## src/rtl/fetch_queue.sv

```systemverilog
// Instruction prefetch queue: owns the fetch PC, issues one imem read per cycle
// while it has credit, buffers returned words. Optional FETCH_QUEUE_BYPASS_EN.
module fetch_queue #(
  parameter int DEPTH     = 4,
  parameter int WIDTH     = 32,
  parameter int ADDR_STEP = 4
) (
  input  logic                       clk,
  input  logic                       nreset,
  input  logic                       redirect,
  input  logic [WIDTH-1:0]           redirect_addr,
  output logic [WIDTH-1:0]           imem_addr,
  input  logic [WIDTH-1:0]           imem_data,
  input  logic                       deq_ready,
  output logic                       deq_valid,
  output logic [WIDTH-1:0]           deq_instr,
  output logic [WIDTH-1:0]           deq_addr,
  output logic [$clog2(DEPTH+1)-1:0] count
);

  localparam int PW = $clog2(DEPTH);
  localparam int CW = $clog2(DEPTH+1);

  logic [WIDTH-1:0] fpc_q, fpc_d;
  logic             inf_q, inf_d;
  logic [WIDTH-1:0] inf_addr_q;
  logic [PW-1:0]    rp_q, rp_d, wp_q, wp_d;
  logic [CW-1:0]    count_q, count_d;
  logic [WIDTH-1:0] mem_instr_q [DEPTH];
  logic [WIDTH-1:0] mem_addr_q  [DEPTH];

  logic [CW:0] credit;
  logic        issue, buf_valid, enq, deq_buf;

  // Credit counts the in-flight word so the queue can never overflow on enqueue.
  always_comb begin
    credit    = {1'b0, count_q} + {{CW{1'b0}}, inf_q};
    issue     = ~redirect & (credit < (CW+1)'(DEPTH));
    buf_valid = (count_q != '0) & ~redirect;
    deq_buf   = buf_valid & deq_ready;
  end

`ifdef FETCH_QUEUE_BYPASS_EN
  logic bypass;
  always_comb begin
    bypass    = (count_q == '0) & inf_q & ~redirect;
    deq_valid = buf_valid | bypass;
    deq_instr = bypass ? imem_data  : mem_instr_q[rp_q];
    deq_addr  = bypass ? inf_addr_q : mem_addr_q[rp_q];
    enq       = inf_q & ~redirect & ~(bypass & deq_ready);
  end
`else
  always_comb begin
    deq_valid = buf_valid;
    deq_instr = mem_instr_q[rp_q];
    deq_addr  = mem_addr_q[rp_q];
    enq       = inf_q & ~redirect;
  end
`endif

  always_comb begin
    fpc_d   = fpc_q;
    inf_d   = inf_q;
    rp_d    = rp_q;
    wp_d    = wp_q;
    count_d = count_q;
    if (redirect) begin
      fpc_d   = redirect_addr;
      inf_d   = 1'b0;
      rp_d    = '0;
      wp_d    = '0;
      count_d = '0;
    end else begin
      inf_d = issue;
      if (issue)   fpc_d = fpc_q + WIDTH'(ADDR_STEP);
      if (enq)     wp_d  = wp_q + PW'(1);
      if (deq_buf) rp_d  = rp_q + PW'(1);
      count_d = count_q + CW'(enq) - CW'(deq_buf);
    end
  end

  always_ff @(posedge clk) begin
    if (!nreset) begin
      fpc_q   <= '0;
      inf_q   <= 1'b0;
      rp_q    <= '0;
      wp_q    <= '0;
      count_q <= '0;
    end else begin
      fpc_q   <= fpc_d;
      inf_q   <= inf_d;
      rp_q    <= rp_d;
      wp_q    <= wp_d;
      count_q <= count_d;
    end
  end

  // Data storage carries no reset; validity is tracked by the control state above.
  always_ff @(posedge clk) begin
    if (issue) inf_addr_q <= fpc_q;
    if (nreset && enq) begin
      mem_instr_q[wp_q] <= imem_data;
      mem_addr_q[wp_q]  <= inf_addr_q;
    end
  end

  assign imem_addr = fpc_q;
  assign count     = count_q;

endmodule

```

## config.mk

```make
export PLATFORM = sky130hd
export DESIGN_NAME = fetch_queue
export DESIGN_NICKNAME = d
export VERILOG_FILES = /design/src/rtl/fetch_queue.sv
export SDC_FILE = /design/constraint.sdc
export NUM_CORES = 1
export LEC_CHECK = 0
export BUFFER_PORTS_ARGS = -buffer_cell sky130_fd_sc_hd__buf_2
export CAP_MARGIN = 20
export CORE_MARGIN = 3
export CORE_UTILIZATION = 61
export DETAILED_ROUTE_END_ITERATION = 7
export GPL_ROUTABILITY_DRIVEN = 1
export GPL_TIMING_DRIVEN = 1
export PLACE_DENSITY = 0.84
export REMOVE_ABC_BUFFERS = 1
export SLEW_MARGIN = 25
export SYNTH_ARGS = -nofsm -noshare
export SYNTH_HDL_FRONTEND = slang
export SYNTH_SLANG_ARGS = --single-unit
```

## constraint.sdc

```tcl
create_clock -name clk -period 6.9 [get_ports clk]
set_input_delay 0.345 -clock clk [delete_from_list [all_inputs] [get_ports clk]]
set_output_delay 0.345 -clock clk [all_outputs]
set_load 0.01 [all_outputs]
```

==> results.yml, run 1 <==
run_status:
  status: "completed"
die:
  rows: 51
  die_height_um: 149
  start_util: 0.630
  core-area_mm2: 0.0197
  die_width_um: 149
  die_area_mm2: 0.0221
  num_io_pins: 168
route:
  drc_errors: 0
  num_vias: 6556
  dr.pass1.iters: 4
  vias_per_cell: 5.99
  ant_nets: 0
  drt_iter0_drc: 507
  wl_mm: 24.4
  drt-wirelength-per-cell_um: 22.3
clock_tree:
  htreeDepth: 2
  postCtsSetupBuffers: 0
  cts_buffer_depth: 3
  cts_buffers: 34
  hold_buffers: 0
  clkSinkCount: 330
  tritoncts: "built"
  clock_latency_ps: 500
  cts_root_buf: "clkbuf_16"
  post_cts_resize_count: 0
  clk_pin_slew_ps: 60
cells_and_area:
  drive_gt1_frac: 0.369
  nets: 881
  diodes: 0
  final_cell_area_mm2: 0.0147
  areaGrowthSynthToFinish_pct: 18.7
pwr:
  power.total_mw: 4.29
  p_leak_nw: 5.04
  pwr_density_cell_mw_per_mm2: 291
  ir_drop_v: 0.000197
sta:
  setup_viol: 0
  setup_ws_ps: 4010
  max_freq_mhz: 346
  worst_pin_slew_ps: 1010
  drv_slew: 0
  rsz0062_at_grt: "no"
  max_slew_margin: 0.328
  fin_skew_ps: 16.7
  finalHoldViolCount: 0
  fin_crit_ps: 2890
  min_period_over_period: 0.419
  finalSetupTns_ps: 0
yosys:
  synth_top_area_cell: "edfxtp_1"
  async_flop_share: 0
  yosysWarnings: 0
  synth-edff-count: 288
  synth_ff_type: "edfxtp_1"
  syn_area_mm2: 0.0124
  yosys.cell_types.count: 41
  ys_seq_area_frac: 0.764
  synth_cells: 627
  synth_top_area_share: 0.697
  ys_ff_latch: 330
  avgSynthCellArea_um2: 19.8
  synthTopCellsByArea: "edfxtp_1, mux4_2, dfxtp_1, xnor2_1, o21ai_0"
critical_path:
  critPathLaunchType: "register"
  worstSetupEndpointType: "primary output"
  crit_required_ps: 6550
  arrival_ps: 2540
  critPathMaxFanout: 48
  worstSetupPathType: "reg2out"
  r2r_slack_ps: 4470
global_routing:
  grt_pass1_vias: 6814
  overflow: 0
  grt_busiest_layer: "met2"
  grt_util_all_layers: 0.225
  met1_usage: 0.325
  grt_max_degree: 65
  grt_first_pass_wirelength_mm: 38.3
  antenna_found_initial: 0
  grtUsageMet2: 0.357
  groute.layer.met3.usage: 0.0484
place:
  dpl_worst_slack_ps: 3810
  place_area_mm2: 0.0135
  io_buffers: 167
  place_congestion: 0.845
  dpl.hpwl_mm: 14.2
worst_hold_path:
  min_path_type: "in2reg"
job:
  drv_cap: 0
## flip-flops by register name (all words and copies together), names as in the netlist, named ones only
name and cells:
imem_addr 32, inf_q 1, mem_addr_q 128, wp_q 2
rp_q 2, count 3, mem_instr_q 128, inf_addr_q 32
## worst max-delay path, stage by stage (launching register included)
cell and delay, ps:
dfxtp_4 570, buf_6 570, mux4_2 650, buf_2 170
## final timing paths
check / from / endpoint / depth (start not counted)
setup / recovery: register / deq_instr[14] / 3
hold / removal: redirect_addr[3] / imem_addr[3] / 2
setup reg to reg: count[1] / inf_addr_q[20] / 5
hold reg to reg: imem_addr[0] / inf_addr_q[0] / 0
## layout make-up
class                   instances  area (µm²)
inverters                       6        22.5
repair buffers                169         875
fillers                      1118        4980
multi-input cells             263        2810
well taps                     265         332
clock inverters                15         179
clock buffers                  46        1030
flip-flops and latches        330        9500
## power by group
group,switching [mW],total [mW],internal (mW)
Clock,0.714,1.91,1.20
Sequential,0.0389,2.25,2.21
Combinational,0.0719,0.127,0.0550
## kinds of logic after synthesis
| kind of cell | Yosys count | share of synthesized area |
|---|---|---|
| xor gates and xnor gates | 33 | 0.0233 |
| DFF | 330 | 0.764 |
| adders and majority gates | 9 | 0.00968 |
| and+or+nand+nor | 97 | 0.0469 |
| buffers and inverters | 34 | 0.0118 |
| muxes | 67 | 0.119 |
| AOI/OAI and AO/OA | 57 | 0.0255 |
## Yosys cell counts (all sizes together) (2+ instances only)
cell / number
nor2: 14
mux4: 64
nor4b: 3
nand3: 11
nor3b: 2
buf: 12
nand2: 22
o211a: 2
dfxtp: 42
and3: 7
nor2b: 3
o21ai: 29
xor2: 10
and2: 3
inv: 5
mux2i: 3
a21oi: 21
and4: 3
xnor2: 23
clkbuf: 16
nor3: 8
ha: 8
nor4: 6
nand4: 11
a22o: 3
edfxtp: 288
## layout by cell type, fill, tap and decap left out, types with 5 or more instances in the layout
| cell type | n |
|---|---|
| clkbuf_16 | 38 |
| nand3_1 | 11 |
| clkinv_2 | 7 |
| mux4_2 | 64 |
| xor2_1 | 10 |
| clkbuf_8 | 5 |
| dfxtp_1 | 40 |
| edfxtp_1 | 288 |
| nand2_1 | 22 |
| xnor2_1 | 23 |
| o21ai_0 | 28 |
| inv_1 | 5 |
| nand4_1 | 11 |
| nor2_1 | 13 |
| buf_2 | 167 |
| ha_1 | 8 |
| nor3_1 | 8 |
| a21oi_1 | 21 |
## routing by layer
metal,routed length (µm),vias up,part of all wire
li1,-,2878,-
met1,10200,3308,0.42
met2,11700,333,0.48
met3,2020,37,0.083
met4,411,0,0.017
met5,0,-,0
## metrics by stage
stage               utilization  cells  hold WS [ps]
finish                    0.748   1094          59.6
global route              0.748   1094          52.6
CTS                       0.746   1093          42.8
detailed placement        0.685   1032           460
global placement          0.685   1032           452
floorplan                     -    599           444
(Power assumes the default switching activity.)
==> run 2, diff against run 1 <==
--- a/config.mk
+++ b/config.mk
@@ -8,11 +8,11 @@
 export BUFFER_PORTS_ARGS = -buffer_cell sky130_fd_sc_hd__buf_2
 export CAP_MARGIN = 20
 export CORE_MARGIN = 3
-export CORE_UTILIZATION = 61
+export CORE_UTILIZATION = 51
 export DETAILED_ROUTE_END_ITERATION = 7
 export GPL_ROUTABILITY_DRIVEN = 1
 export GPL_TIMING_DRIVEN = 1
-export PLACE_DENSITY = 0.84
+export PLACE_DENSITY = 0.75
 export REMOVE_ABC_BUFFERS = 1
 export SLEW_MARGIN = 25
 export SYNTH_ARGS = -nofsm -noshare
==> constraint.sdc (replaced) <==
create_clock -name clk -period 2.4 [get_ports clk]
set_input_delay 0.12 -clock clk [delete_from_list [all_inputs] [get_ports clk]]
set_output_delay 0.12 -clock clk [all_outputs]
set_load 0.01 [all_outputs]
==> results.yml, run 2 (synthesis results as in run 1) <==
worst_hold_path:
  min_path_type: "in2reg"
clock_tree:
  clock_latency_ps: 490
  cts_buffer_depth: 3
  clk_pin_slew_ps: 60
  tritoncts: "built"
  cts_root_buf: "clkbuf_16"
  clkSinkCount: 330
  htreeDepth: 2
  cts_buffers: 35
sta:
  min_period_over_period: 0.944
  rsz0062_at_grt: "no"
  fin_crit_ps: 2270
  finalSetupTns_ps: 0
  drv_slew: 0
  max_freq_mhz: 441
  max_slew_margin: 0.547
  setup_viol: 0
  fin_skew_ps: 8.56
  worst_pin_slew_ps: 679
  finalHoldViolCount: 0
cells_and_area:
  final_cell_area_mm2: 0.0157
  top_regs: "mem_addr_q x128, mem_instr_q x128"
  diodes: 0
  drive_gt1_frac: 0.348
  register_area_mm2: 0.00950
  layout_common_cells: "edfxtp_1, buf_2, mux4_2, dlygate4sd3_1, dfxtp_1"
  nFillCells: 1604
  multiInputGateArea_mm2: 0.00281
  nets: 966
  final_common_cell: "edfxtp_1"
  areaGrowthSynthToFinish_pct: 26.1
die:
  start_util: 0.524
  core-area_mm2: 0.0237
  die_width_um: 162
  num_io_pins: 168
  die_area_mm2: 0.0263
  die_height_um: 162
  rows: 56
pwr:
  clockPowerShare: 0.429
  internal-power_mw: 9.78
  switching_power_mw: 2.33
  p_leak_nw: 5.39
  pwr_density_cell_mw_per_mm2: 774
  ir_drop_v: 0.000541
  switching_share: 0.193
  seq_power_share: 0.533
  combinationalPowerShare: 0.038
place:
  place_congestion: 0.837
  place_area_mm2: 0.0139
  dpl.hpwl_mm: 16.3
  io_buffers: 167
critical_path:
  critPathMaxFanout: 23
  worstSetupPathType: "reg2reg"
  crit_path_top_delay_cell: "nor4b_1"
  arrival_ps: 2630
  critPathLaunchType: "register"
  cpLargestDelayFamily: "simple AND/OR/NAND/NOR gates"
  crit_required_ps: 2760
  worstSetupEndpointType: "register"
  crit_buf_inv: 0
  slowest_delay_ps: 480
  crit_chain: "ha_1 -> or3_1 -> o211a_2 -> nor4b_1 -> xnor2_1 -> a21oi_1"
global_routing:
  grt_util_all_layers: 0.197
  grt_pass1_vias: 7147
  antenna_found_initial: 0
  grt_first_pass_wirelength_mm: 39.9
  grt_max_degree: 46
  overflow: 0
route:
  wl_mm: 25.6
  num_vias: 6815
  drc_errors: 0
  vias_per_cell: 5.52
  drt_iter0_drc: 581
  dr.pass1.iters: 5
  ant_nets: 0
  drt-wirelength-per-cell_um: 20.7
run_status:
  status: "completed"
job:
  drv_cap: 0
## run 2: cell count changes in the layout (fill, tap and decap cells not counted), sizes merged
cell | before | now
bufinv | 4 | 3
dlygate4sd3 | 0 | 64
clkinvlp | 1 | 2
clkinv | 10 | 12
buf | 169 | 189
inv | 6 | 5
clkbuf | 46 | 47
## run 2: tightest hold or removal path, delay by kind of cell
family	cells	cell delay, ps
buffers and inverters	1	180
AND/OR/NAND/NOR	1	90
AO/OA/AOI/OAI	1	70
## run 2: what timing repair did
action / 4_1_cts / 5_1_grt
setup buffers: 0 / 0
endpoints found under the hold margin: 160 / 0
hold buffers: 64 / 0
resized for setup: 0 / 0
## run 2: path summary, 6_finish.rpt
check          startpoint            end  slack [ps]  depth (start not counted)
max              count[1]  imem_addr[25]         130                          6
min              redirect  imem_addr[18]          30                          3
min reg2reg  imem_addr[1]  inf_addr_q[1]         470                          0
max reg2reg      count[1]  imem_addr[25]         130                          6
## run 2: final cells by class
class,count,share of cell area
multi-input cells,263,0.179
clock buffers,47,0.0628
inverters,6,0.00144
well taps,319,0.0255
repair buffers,253,0.114
clock inverters,16,0.00975
flip-flops and latches,330,0.607
## run 2: power by group through the flow
stage / combinational [mW] / clock [mW] / sequential [mW]
finish: 0.460 / 5.19 / 6.46
global route: 0.499 / 5.57 / 6.47
CTS: 0.462 / 5.32 / 6.46
detailed placement: 0.378 / 0 / 6.58
global placement: 0.362 / 0 / 6.57
floorplan: 0.146 / 0 / 6.57
## run 2: per-layer routing
| layer | GRT usage | wire [µm] | vias to the layer above |
|---|---|---|---|
| met2 | 0.328 | 12700 | 280 |
| met1 | 0.273 | 10700 | 3438 |
| li1 | - | - | 3054 |
| met3 | 0.0375 | 1660 | 43 |
| met5 | 0 | 0 | - |
| met4 | 0.0485 | 505 | 0 |
## run 2: metrics by stage
stage	setup slack, ps	power [mW]	util	cells	hold slack, ps
after CTS	103	12.2	0.661	1234	19.4
after global placement	250	6.93	0.586	1107	330
after floorplan	-1130	6.72	-	599	219
after global routing	39.3	12.5	0.661	1234	35.4
final	135	12.1	0.661	1234	31.3
after detailed placement	190	6.96	0.586	1107	339
